===== config.mk =====
export PLATFORM = sky130hd
export DESIGN_NAME = hazard_ctrl
export DESIGN_NICKNAME = d
export VERILOG_FILES = /design/src/rtl/hazard_ctrl_pkg.sv /design/src/rtl/hazard_scoreboard.sv /design/src/rtl/hazard_ctrl.sv
export SDC_FILE = /design/constraint.sdc
export NUM_CORES = 1
export LEC_CHECK = 0
export ABC_AREA = 1
export BUFFER_PORTS_ARGS = -buffer_cell sky130_fd_sc_hd__buf_2
export CAP_MARGIN = 10
export CORE_MARGIN = 5
export CORE_UTILIZATION = 45
export CTS_BUF_LIST = sky130_fd_sc_hd__clkbuf_16
export CTS_CLUSTER_SIZE = 20
export DETAILED_ROUTE_END_ITERATION = 10
export GPL_ROUTABILITY_DRIVEN = 0
export MAX_ROUTING_LAYER = met4
export PLACE_DENSITY_LB_ADDON = 0.12
export SYNTH_ARGS = -nofsm -noshare
export SYNTH_HDL_FRONTEND = slang
export SYNTH_SLANG_ARGS = --single-unit

===== constraint.sdc =====
create_clock -name clk -period 1.37 [get_ports clk]
set_clock_uncertainty 0.1 [all_clocks]
set_input_delay 0.274 -clock clk [delete_from_list [all_inputs] [get_ports clk]]
set_output_delay 0.274 -clock clk [all_outputs]
set_load 0.03 [all_outputs]

===== src/rtl/hazard_ctrl_pkg.sv =====
`default_nettype none
// ---------------------------------------------------------------------------
// hazard_ctrl_pkg: shared encodings for the pipeline hazard controller.
// Rev 1.0
// ---------------------------------------------------------------------------
package hazard_ctrl_pkg;

  localparam logic [1:0]  BYP_RF    = 2'b00;
  localparam logic [1:0]  BYP_EXMEM = 2'b01;
  localparam logic [1:0]  BYP_MEMWB = 2'b10;
  localparam logic [15:0] NOP       = 16'h0000;

  typedef enum logic [1:0] {
    ST_RUN   = 2'd0,
    ST_LU    = 2'd1,
    ST_FLUSH = 2'd2,
    ST_DMISS = 2'd3
  } hz_state_e;

endpackage
`default_nettype wire


===== src/rtl/hazard_scoreboard.sv =====
`default_nettype none
// ---------------------------------------------------------------------------
// hazard_scoreboard: EX/MEM/WB destination tracker with bypass and load-use match.
// Rev 1.0
// ---------------------------------------------------------------------------
module hazard_scoreboard
  import hazard_ctrl_pkg::*;
#(
  parameter int REG_W = 4
) (
  input  logic             clk,
  input  logic             rst,
  input  logic             shift_en_i,
  input  logic             kill_i,
  input  logic [REG_W-1:0] id_dst_i,
  input  logic             id_wr_i,
  input  logic             id_load_i,
  input  logic [REG_W-1:0] id_src1_i,
  input  logic [REG_W-1:0] id_src2_i,
  input  logic             id_src1_used_i,
  input  logic             id_src2_used_i,
  output logic [1:0]       byp_sel1_o,
  output logic [1:0]       byp_sel2_o,
  output logic             load_use_o
);

  // Index 0 = EX, 1 = MEM, 2 = WB. Invalid slots are stored as all-zero.
  logic [REG_W-1:0] dst_q [3];
  logic             wr_q  [3];
  logic             ld_q  [3];

  always_ff @(posedge clk or posedge rst) begin
    if (rst) begin
      for (int i = 0; i < 3; i++) begin
        dst_q[i] <= '0;
        wr_q[i]  <= 1'b0;
        ld_q[i]  <= 1'b0;
      end
    end else if (shift_en_i) begin
      for (int i = 2; i > 0; i--) begin
        dst_q[i] <= dst_q[i-1];
        wr_q[i]  <= wr_q[i-1];
        ld_q[i]  <= ld_q[i-1];
      end
      dst_q[0] <= kill_i ? '0 : id_dst_i;
      wr_q[0]  <= id_wr_i & ~kill_i;
      ld_q[0]  <= id_load_i & ~kill_i;
    end
  end

  function automatic logic [1:0] sel_for(input logic used, input logic [REG_W-1:0] src);
    logic [1:0] sel;
    sel = BYP_RF;
    if (used && (src != '0)) begin
      if (wr_q[0] && !ld_q[0] && (dst_q[0] == src))
        sel = BYP_EXMEM;
      else if (wr_q[1] && (dst_q[1] == src))
        sel = BYP_MEMWB;
    end
    return sel;
  endfunction

  function automatic logic lu_for(input logic used, input logic [REG_W-1:0] src);
    return used && (src != '0) && ld_q[0] && (dst_q[0] == src);
  endfunction

  assign byp_sel1_o = sel_for(id_src1_used_i, id_src1_i);
  assign byp_sel2_o = sel_for(id_src2_used_i, id_src2_i);
  assign load_use_o = lu_for(id_src1_used_i, id_src1_i) | lu_for(id_src2_used_i, id_src2_i);

endmodule
`default_nettype wire


===== src/rtl/hazard_ctrl.sv =====
`default_nettype none
// ---------------------------------------------------------------------------
// hazard_ctrl: stall / flush / freeze sequencing and operand bypass selects.
// Rev 1.0
// ---------------------------------------------------------------------------
module hazard_ctrl
  import hazard_ctrl_pkg::*;
#(
  parameter int REG_W        = 4,
  parameter int FLUSH_CYCLES = 2
) (
  input  logic             clk,
  input  logic             rst,
  input  logic [REG_W-1:0] id_src1_i,
  input  logic [REG_W-1:0] id_src2_i,
  input  logic             id_src1_used_i,
  input  logic             id_src2_used_i,
  input  logic [REG_W-1:0] id_dst_i,
  input  logic             id_wr_i,
  input  logic             id_load_i,
  input  logic             br_miss_i,
  input  logic             d_miss_i,
  output logic [1:0]       byp_sel1_o,
  output logic [1:0]       byp_sel2_o,
  output logic             pc_stall_o,
  output logic             ifid_stall_o,
  output logic             idex_bubble_o,
  output logic             flush_o,
  output logic             freeze_o
);

  localparam logic [1:0] FC    = 2'(FLUSH_CYCLES);
  localparam logic [1:0] FC_M1 = 2'(FLUSH_CYCLES - 1);

  hz_state_e  state_q, state_d;
  logic [1:0] cnt_q, cnt_d;
  logic       pend_q, pend_d;
  logic       load_use;

  hazard_scoreboard #(.REG_W(REG_W)) u_sb (
    .clk            (clk),
    .rst            (rst),
    .shift_en_i     (~freeze_o),
    .kill_i         (idex_bubble_o | flush_o),
    .id_dst_i       (id_dst_i),
    .id_wr_i        (id_wr_i),
    .id_load_i      (id_load_i),
    .id_src1_i      (id_src1_i),
    .id_src2_i      (id_src2_i),
    .id_src1_used_i (id_src1_used_i),
    .id_src2_used_i (id_src2_used_i),
    .byp_sel1_o     (byp_sel1_o),
    .byp_sel2_o     (byp_sel2_o),
    .load_use_o     (load_use)
  );

  always_ff @(posedge clk or posedge rst) begin
    if (rst) begin
      state_q <= ST_RUN;
      cnt_q   <= '0;
      pend_q  <= 1'b0;
    end else begin
      state_q <= state_d;
      cnt_q   <= cnt_d;
      pend_q  <= pend_d;
    end
  end

  always_comb begin
    state_d       = state_q;
    cnt_d         = cnt_q;
    pend_d        = pend_q;
    pc_stall_o    = 1'b0;
    ifid_stall_o  = 1'b0;
    idex_bubble_o = 1'b0;
    flush_o       = 1'b0;
    freeze_o      = 1'b0;

    if (d_miss_i || (state_q == ST_DMISS)) begin
      freeze_o     = 1'b1;
      pc_stall_o   = 1'b1;
      ifid_stall_o = 1'b1;
      if (d_miss_i) begin
        // A squash interrupted by the miss is owed again in full afterwards.
        state_d = ST_DMISS;
        cnt_d   = '0;
        pend_d  = pend_q | br_miss_i | (state_q == ST_FLUSH);
      end else begin
        state_d = (pend_q || br_miss_i) ? ST_FLUSH : ST_RUN;
        cnt_d   = (pend_q || br_miss_i) ? FC : 2'd0;
        pend_d  = 1'b0;
      end
    end else if (br_miss_i) begin
      flush_o       = 1'b1;
      idex_bubble_o = 1'b1;
      cnt_d         = FC_M1;
      state_d       = (FC_M1 != 2'd0) ? ST_FLUSH : ST_RUN;
    end else if (state_q == ST_FLUSH) begin
      flush_o       = 1'b1;
      idex_bubble_o = 1'b1;
      cnt_d         = cnt_q - 2'd1;
      state_d       = (cnt_q == 2'd1) ? ST_RUN : ST_FLUSH;
    end else if (load_use) begin
      pc_stall_o    = 1'b1;
      ifid_stall_o  = 1'b1;
      idex_bubble_o = 1'b1;
      state_d       = ST_LU;
    end else begin
      state_d = ST_RUN;
    end
  end

endmodule
`default_nettype wire


==> results of run 1 <==
==> worst max-delay path: cells and delay by family, from the launching register on <==
family | cells | cell delay (ps)
and+or+nand+nor | 6 | 480
DFF | 1 | 390
buffers and inverters | 2 | 200
AOI/OAI and AO/OA | 1 | 180
==> layout make-up <==
class                      instances  area [sq um]
timing repair buffer              60           467
clock buffer                       3          75.1
fill                             169           538
inverter                          26           100
sequential                        16           404
multi-input combinational        116           830
tap                               30          37.5
clock inverter                     1          3.75
==> final timing paths <==
path                               start              to  slack [ps]  cells after the start
setup reg to reg           u_sb.dst_q[8]    u_sb.wr_q[2]        -170                      9
hold reg to reg             u_sb.wr_q[2]    u_sb.wr_q[2]         380                      2
setup / recovery           u_sb.dst_q[8]   idex_bubble_o        -510                      9
hold / removal               id_dst_i[3]  u_sb.dst_q[11]         180                      3
max in group asynchronous            rst  u_sb.dst_q[11]         490                      4
min in group asynchronous            rst          pend_q         480                      4
==> routing by layer <==
layer	GRT usage	part of all wire	up-vias
li1	-	-	625
met1	0.212	0.40	602
met2	0.367	0.55	33
met3	0.0128	0.035	4
met4	0.0650	0.012	0
met5	-	0	-
==> power groups by stage <==
| stage | clock, W | combinational (W) | sequential, W |
|---|---|---|---|
| finish | 0.000569 | 0.000591 | 0.000577 |
| global placement | 0 | 0.000418 | 0.000574 |
| global route | 0.000589 | 0.000637 | 0.000584 |
| detailed placement | 0 | 0.000428 | 0.000577 |
| CTS | 0.000563 | 0.000519 | 0.000570 |
| floorplan | 0 | 0.000277 | 0.000571 |
==> synthesized netlist by cell type <==
cell / number / share of area
a211oi_1: 3 / 0.020
a21oi_1: 1 / 0.0044
a21oi_4: 1 / 0.014
buf_2: 1 / 0.0044
buf_4: 1 / 0.0066
dfrtp_1: 16 / 0.35
ha_1: 1 / 0.011
inv_1: 21 / 0.069
inv_2: 5 / 0.016
nand2_1: 58 / 0.19
nand2_2: 3 / 0.016
nand2_4: 1 / 0.0098
nand3_1: 3 / 0.013
nand3_2: 1 / 0.0087
nand3_4: 2 / 0.031
nand4_1: 6 / 0.033
nor2_1: 7 / 0.023
nor2_2: 4 / 0.022
nor2_4: 2 / 0.020
nor2_8: 1 / 0.017
nor3_1: 2 / 0.0087
nor4_1: 1 / 0.0055
nor4_2: 1 / 0.011
o21ai_0: 8 / 0.035
o21ai_1: 3 / 0.013
o221ai_1: 1 / 0.0076
or2_2: 2 / 0.011
xnor2_1: 1 / 0.0076
xor2_1: 3 / 0.023
==> through the flow <==
step	setup WS (ps)	TNS, ps	total power (W)	hold slack, ps
floorplan	-259	-1030	0.000849	87.7
global placement	-300	-1990	0.000991	183
detailed placement	-326	-2530	0.00100	193
CTS	-543	-4230	0.00165	180
global route	-598	-6350	0.00181	200
finish	-510	-4840	0.00174	183
==> kinds of logic after synthesis <==
family,count (synthesis),synth area share
AO/OA/AOI/OAI,17,0.0939
XOR/XNOR,4,0.0306
adder cells (fa/ha/maj),1,0.0109
buffers and inverters,28,0.0961
flip-flops,16,0.349
AND/OR/NAND/NOR,94,0.419
==> layout by cell type, fill, tap and decap left out, drive strengths merged, types with 3 or more instances in the layout <==
cell type	netlist	routed
dfrtp	16	16
a211oi	3	3
buf	2	59
xor2	3	3
nand4	6	6
nor2	14	14
inv	26	26
nand3	6	6
nand2	62	62
clkbuf	0	3
o21ai	11	11
==> registers in the layout (all words and copies together) (netlist names) <==
name and cells:
u_sb.ld_q 1, u_sb.wr_q 2, state_q 2, u_sb.dst_q 8
pend_q 1, cnt_q 2
==> timing repair <==
item | 4_1_cts | 5_1_grt
resized for setup | 44 | 30
setup endpoints to repair | 17 | 24
pin swaps | 11 | 11
hold endpoints to repair | 16 | 0
gates cloned | 0 | 1
setup buffers | 7 | 9
hold buffers | 1 | 0
==> flow_metrics.py, run 1 <==
metrics = {
    "global_route": {
        "grt_max_degree": 17,
        "grt_use_total": 0.194,
        "grt_pass1_wl_um": 5220,
        "antenna_found_initial": 0,
        "grt_overflow_total": 0,
        "grt_pass1_vias": 1244,
    },
    "cts": {
        "cts_tree": "done",
        "insertion_delay_ps": 240,
        "clkTransAtPathRegs_ps": 50,
        "cts_buffers": 3,
        "cts_root_buf": "clkbuf_16",
        "cts_sinks": 16,
        "h-tree-depth": 1,
        "cts_buffer_depth": 2,
    },
    "cells_and_area": {
        "design_area_sq_um": 1920,
        "final_cells": 252,
        "drive_above_1_share": 0.572,
        "area_growth_syn_to_layout_pct": 67.2,
        "diodes": 0,
        "final_util": 0.781,
        "nNetsFinal": 244,
    },
    "routing": {
        "routed_via_density": 5.02,
        "ant_nets": 0,
        "vias": 1264,
        "wl_um": 3510,
        "firstDrtPassIters": 4,
        "wl_per_cell_um": 13.9,
        "drc": 0,
        "drtIter0Drc": 25,
    },
    "worst_setup_path": {
        "worstSetupPathType": "reg2out",
        "path_cells": "inv_2, nand2_2, nand2_2, a21oi_4, nand3_4, nand2_4, nand2_2, nand2_4, buf_6",
        "slowest_stage": "dfrtp_1",
        "crit_top_cell": "nand2_2",
        "crit_fanout": 4,
        "cp_data_required_time_ps": 1000,
        "max_stage_delay_ps": 390,
        "cp-end-kind": "output pin",
        "cp.arrival_ps": 1510,
        "worstSetupStartpointType": "register",
    },
    "yosys": {
        "synth.distinct_cells": 29,
        "syn_area_sq_um": 1150,
        "syn_area_per_cell_sq_um": 7.16,
        "seq_area_frac_synth": 0.349,
        "synthesis.nets": 181,
        "syn-instance-count": 160,
        "yosys_warnings": 0,
        "synth_seq_cells": 16,
    },
    "timing": {
        "setup_violations": 21,
        "relSlewSlack": 0.743,
        "rsz0062_at_grt": "true",
        "worst_slack_ps": -510,
        "tightest_slew_ps": 386,
        "finalMaxSlewViolations": 0,
        "hold_violations": 0,
        "period_needed_ps": 1880,
        "fin_crit_sh": 1.37,
        "fmax_mhz": 532,
    },
    "die": {
        "fp.dieH_um": 60.5,
        "num_rows": 18,
        "ios": 29,
        "start_util": 0.467,
        "dieArea_sq_um": 3660,
        "coreArea_sq_um": 2450,
        "fp.dieW_um": 60.5,
    },
    "pwr": {
        "power.internal_w": 0.00117,
        "clockPowerShare": 0.328,
        "max-vdd-ir-drop_uv": 704,
        "comb_power_share": 0.340,
        "pwr-share-seq": 0.332,
        "switching_power_w": 0.000567,
        "leakagePower_nw": 0.963,
        "cellPowerDensity_nw_per_um2": 906,
        "swShare": 0.327,
    },
    "run": {
        "maxCapViolations": 0,
    },
    "run_status": {
        "violations": "setup timing",
        "status": "finished with violations",
    },
    "placement": {
        "dp_hpwl_um": 2410,
        "post-place-cells": 233,
        "dpl-instance-area_sq_um": 1510,
        "port_buffers": 28,
    },
    "hold_path": {
        "hp-class": "in2reg",
    },
}
(Power assumes the default switching activity.)
==> run 2, diff against run 1 <==
CORE_UTILIZATION = 47   (was 45)
==> run 2 against run 1 <==
Compared with the run above:
- the flow still finishes with violations (setup timing)
- sequential share of layout area rose by 0.95 points
- global-route usage decreased by 0.12 points
- die area is 3.6% lower
- sequential power is 1% lower
- worst setup slack worse by 30 ps
- power decreased by 3.7%
- via count is 1.8% lower
- final cell count decreased by 4.0%
- flip-flop and latch count unchanged
- wire length decreased by 10%
- largest cell class unchanged
- register-to-register slack lost 20 ps
==> flow_metrics.py, run 2 (synthesis results as in run 1) <==
metrics = {
    "cells_and_area": {
        "drive_above_1_share": 0.491,
        "design_area_sq_um": 1820,
        "final_cell_mix": "43 x nand2_1, 19 x inv_1, 19 x buf_2",
        "nNetsFinal": 236,
        "area_growth_syn_to_layout_pct": 59.1,
        "final_util": 0.801,
        "largest_reg_flops": 8,
        "final_common_cell": "nand2_1",
        "largest-register": "u_sb.dst_q",
        "diodes": 0,
        "fillers": 166,
    },
    "pwr": {
        "pwr-share-seq": 0.340,
        "switching_power_w": 0.000527,
        "max-vdd-ir-drop_uv": 686,
        "cellPowerDensity_nw_per_um2": 918,
        "clockPowerShare": 0.333,
        "power.internal_w": 0.00115,
        "leakagePower_nw": 0.921,
        "swShare": 0.315,
        "comb_power_share": 0.327,
    },
    "timing": {
        "fin_crit_sh": 1.39,
        "relSlewSlack": 0.752,
        "setup_violations": 15,
        "worst_slack_ps": -540,
        "finalMaxSlewViolations": 0,
        "final.setup.tns_ps": -5010,
        "hold_violations": 0,
        "rsz0062_at_grt": "true",
        "whs_ps": 185,
        "fmax_mhz": 523,
        "tightest_slew_ps": 372,
        "period_needed_ps": 1910,
    },
    "worst_setup_path": {
        "slowest_stage": "dfrtp_1",
        "crit_family": "flip-flops",
        "crit_top_cell": "nand2_4",
        "cp.arrival_ps": 1540,
        "worstSetupPathType": "reg2out",
        "cp_data_required_time_ps": 1000,
        "crit_fanout": 4,
        "max_stage_delay_ps": 430,
        "worstSetupStartpointType": "register",
        "worst-path-buf-inv": 2,
        "cp-end-kind": "output pin",
        "path_cells": "inv_2, nand2_2, a21oi_4, nand3_4, nand2_4, nand2_4, nand2_4, buf_6",
    },
    "run": {
        "maxCapViolations": 0,
    },
    "routing": {
        "vias": 1241,
        "drc": 0,
        "firstDrtPassIters": 4,
        "wl_um": 3150,
        "drtIter0Drc": 46,
        "ant_nets": 0,
        "wl_per_cell_um": 13.0,
        "routed_via_density": 5.13,
    },
    "die": {
        "fp.dieH_um": 59.4,
        "ios": 29,
        "fp.dieW_um": 59.4,
        "coreArea_sq_um": 2280,
        "start_util": 0.504,
        "num_rows": 17,
        "dieArea_sq_um": 3530,
    },
    "global_route": {
        "grt_max_degree": 17,
        "grt_use_total": 0.192,
        "antenna_found_initial": 0,
        "grt_pass1_vias": 1239,
        "grt_pass1_wl_um": 5110,
        "grt_overflow_total": 0,
    },
    "cts": {
        "clkTransAtPathRegs_ps": 50,
        "cts_sinks": 16,
        "cts_tree": "done",
        "cts_buffer_depth": 2,
        "insertion_delay_ps": 240,
        "h-tree-depth": 1,
        "cts_buffers": 3,
        "cts_root_buf": "clkbuf_16",
    },
    "run_status": {
        "status": "finished with violations",
        "violations": "setup timing",
    },
    "placement": {
        "dpl-instance-area_sq_um": 1520,
        "dp_hpwl_um": 2390,
        "port_buffers": 28,
        "preCtsSetupSlack_ps": -336,
    },
    "hold_path": {
        "hp-class": "in2reg",
    },
}
[run 2: changes by cell type in the layout (fill, tap and decap cells not counted), moves of 3 or more]
cell and delta:
buf_4 -6, nand2_1 +6, nand2_2 -5, o21ai_1 +3
o21ai_2 -4
[run 2: final cells by class]
| class | instances | area (sq um) | area share |
|---|---|---|---|
| well taps | 28 | 35.0 | 0.0192 |
| repair buffers | 52 | 414 | 0.227 |
| clock inverters | 1 | 3.75 | 0.00206 |
| clock buffers | 3 | 75.1 | 0.0412 |
| flip-flops and latches | 16 | 402 | 0.220 |
| multi-input cells | 116 | 793 | 0.435 |
| inverters | 26 | 100 | 0.0549 |
[run 2: routing by layer]
metal  track usage  part of all wire
met1         0.220              0.41
met2         0.343              0.53
met3        0.0196             0.036
met4        0.0680             0.016
met5             -                 0
[run 2: worst paths after layout]
path	start	endpoint	slack, ps	cells after the start
min in group asynchronous	rst	cnt_q[0]	470	4
hold / removal	id_dst_i[1]	u_sb.dst_q[9]	190	3
setup / recovery	u_sb.dst_q[9]	ifid_stall_o	-540	8
setup reg to reg	u_sb.dst_q[9]	u_sb.dst_q[10]	-190	8
hold reg to reg	u_sb.wr_q[2]	u_sb.wr_q[2]	390	2
max in group asynchronous	rst	u_sb.ld_q[2]	500	4
[run 2: stage by stage]
stage                     total power, W  std cells
after floorplan                 0.000849        160
after global placement          0.000998        231
after detailed placement         0.00102        231
after CTS                        0.00165        240
after global routing             0.00176        242
final                            0.00167        242
[run 2: tightest hold or removal path, delay by kind of cell]
family	cells	cell delay, ps
buffers and inverters	1	80
and+or+nand+nor	2	140
[run 2: repair_timing]
action / in CTS / in global routing
pin swaps: 12 / 13
buffers inserted: 5 / 4
resized for setup: 39 / 15
setup endpoints to repair: 17 / 19
endpoints found under the hold margin: 16 / 0
hold buffers: 1 / 0
[run 2: power by group through the flow]
stage	sequential [W]	combinational (W)	clock, W
finish	0.000570	0.000547	0.000557
global route	0.000576	0.000599	0.000584
CTS	0.000568	0.000520	0.000562
detailed placement	0.000575	0.000440	0
global placement	0.000571	0.000427	0
floorplan	0.000571	0.000277	0
==> run 3, diff against run 2 <==
clock period = 1.65 ns   (was 1.37 ns; I/O delays follow)
==> run 3 against run 2 <==
Compared with the run above:
- the run still ends with setup timing left
- final cell count is 0.41% lower
- register-to-register slack better by 280 ps
- cell area fell by 7.3%
- critical endpoint is now idex_bubble_o
- largest power group unchanged
==> flow_metrics.py, run 3 (synthesis results as in run 1) <==
metrics = {
    "routing": {
        "routed_via_density": 5.09,
        "drc": 0,
        "firstDrtPassIters": 4,
        "vias": 1227,
        "wl_um": 3230,
        "ant_nets": 0,
        "drtIter0Drc": 67,
        "wl_per_cell_um": 13.4,
    },
    "cells_and_area": {
        "final_common_cell": "nand2_1",
        "largest-register": "u_sb.dst_q",
        "area_growth_syn_to_layout_pct": 47.5,
        "diodes": 0,
        "largest_reg_flops": 8,
        "design_area_sq_um": 1690,
        "final_cell_mix": "45 x nand2_1, 27 x buf_4, 20 x buf_2",
        "drive_above_1_share": 0.469,
        "nNetsFinal": 236,
    },
    "timing": {
        "finalMaxSlewViolations": 0,
        "fin_crit_sh": 1.14,
        "period_needed_ps": 1890,
        "worst_slack_ps": -239,
        "fmax_mhz": 529,
        "hold_violations": 0,
        "setup_violations": 9,
        "relSlewSlack": 0.582,
        "tightest_slew_ps": 626,
        "rsz0062_at_grt": "true",
    },
    "global_route": {
        "grt_max_degree": 17,
        "antenna_found_initial": 0,
        "grt_overflow_total": 0,
        "grtUsageMet1": 0.236,
        "use_met3": 0.0327,
        "grt_pass1_vias": 1219,
        "grt.busiest_layer": "met2",
        "grtUsageMet2": 0.342,
        "grt_use_total": 0.204,
        "grt_pass1_wl_um": 5290,
    },
    "die": {
        "fp.dieH_um": 59.4,
        "dieArea_sq_um": 3530,
        "ios": 29,
        "num_rows": 17,
        "coreArea_sq_um": 2280,
        "fp.dieW_um": 59.4,
        "start_util": 0.504,
    },
    "run_status": {
        "violations": "setup timing",
        "status": "finished with violations",
    },
    "worst_setup_path": {
        "worstSetupPathType": "reg2out",
        "cp_data_required_time_ps": 1220,
        "cp.arrival_ps": 1460,
        "ff2ff_path_depth": 9,
        "cp-end-kind": "output pin",
        "rr_startpoint": "u_sb.dst_q[10]",
        "crit_fanout": 4,
        "r2r_end": "u_sb.dst_q[10]",
        "worstSetupStartpointType": "register",
        "rrSetupSlack_ps": 90,
    },
    "cts": {
        "cts_buffer_depth": 2,
        "cts_tree": "done",
        "cts_root_buf": "clkbuf_16",
        "clkTransAtPathRegs_ps": 50,
        "cts_sinks": 16,
        "cts_buffers": 3,
        "insertion_delay_ps": 250,
        "h-tree-depth": 1,
    },
    "placement": {
        "port_buffers": 28,
        "dp_hpwl_um": 2320,
        "dpl-instance-area_sq_um": 1430,
    },
    "pwr": {
        "p_total_w": 0.00135,
        "cellPowerDensity_nw_per_um2": 797,
        "leakagePower_nw": 0.873,
        "max-vdd-ir-drop_uv": 657,
    },
    "hold_path": {
        "hp-class": "in2async",
    },
    "run": {
        "maxCapViolations": 0,
    },
}
run 3: changes by cell type in the layout (fill, tap and decap cells not counted), sizes merged:
| cell | change |
|---|---|
| clkinv | -1 |
| buf | +1 |
| dlygate4sd3 | -1 |
run 3: how the worst max path moves through the flow:
stage | from | to | slack (ps) | cells after the start
after floorplan | u_sb.dst_q[10] | byp_sel1_o[0] | -80 | 6
after global placement | id_src2_i[3] | byp_sel2_o[1] | -100 | 7
after detailed placement | id_src2_i[3] | byp_sel2_o[1] | -130 | 7
after CTS | u_sb.dst_q[10] | idex_bubble_o | -240 | 9
after global routing | u_sb.dst_q[10] | idex_bubble_o | -320 | 9
final | u_sb.dst_q[9] | idex_bubble_o | -240 | 8
run 3: critical path, stage by stage, from the launching register on:
cell,delay (ps)
dfrtp_1,420
inv_2,90
nand2_2,60
a21oi_4,180
nand3_4,110
nand2_4,100
nand2_2,50
nand2_2,70
buf_6,120
run 3: power breakdown:
part,internal (W),switching [W],leakage [nW]
Sequential,0.000437,0.0000382,0.206
Combinational,0.000172,0.000238,0.630
Clock,0.000318,0.000146,0.0370
Total,0.000926,0.000422,0.873
run 3: per-layer routing:
layer / vias up / part of all wire
met1: 561 / 0.41
met3: 8 / 0.065
met2: 48 / 0.50
met5: - / 0
li1: 610 / -
met4: 0 / 0.027
run 3: repair_timing:
action / in CTS / in global routing
gates resized for setup: 27 / 7
gates cloned: 0 / 0
endpoints found under the setup margin: 8 / 8
pin swaps: 10 / 11
hold buffers: 0 / 0
setup buffers: 6 / 6
run 3: per-stage QoR:
stage	instances	TNS, ps	util	setup slack (ps)	hold slack, ps
detailed placement	226	-526	0.627	-129	338
finish	241	-1550	0.743	-239	56.9
floorplan	160	-113	-	-77.5	144
global route	241	-2190	0.743	-323	145
global placement	226	-440	0.627	-95.8	326
CTS	235	-1560	0.716	-243	78.0
run 3: cell type report:
class | instances | area, sq um
fillers | 173 | 586
repair buffers | 52 | 359
flip-flops and latches | 16 | 402
inverters | 26 | 97.6
clock buffers | 3 | 75.1
multi-input cells | 116 | 722
well taps | 28 | 35.0
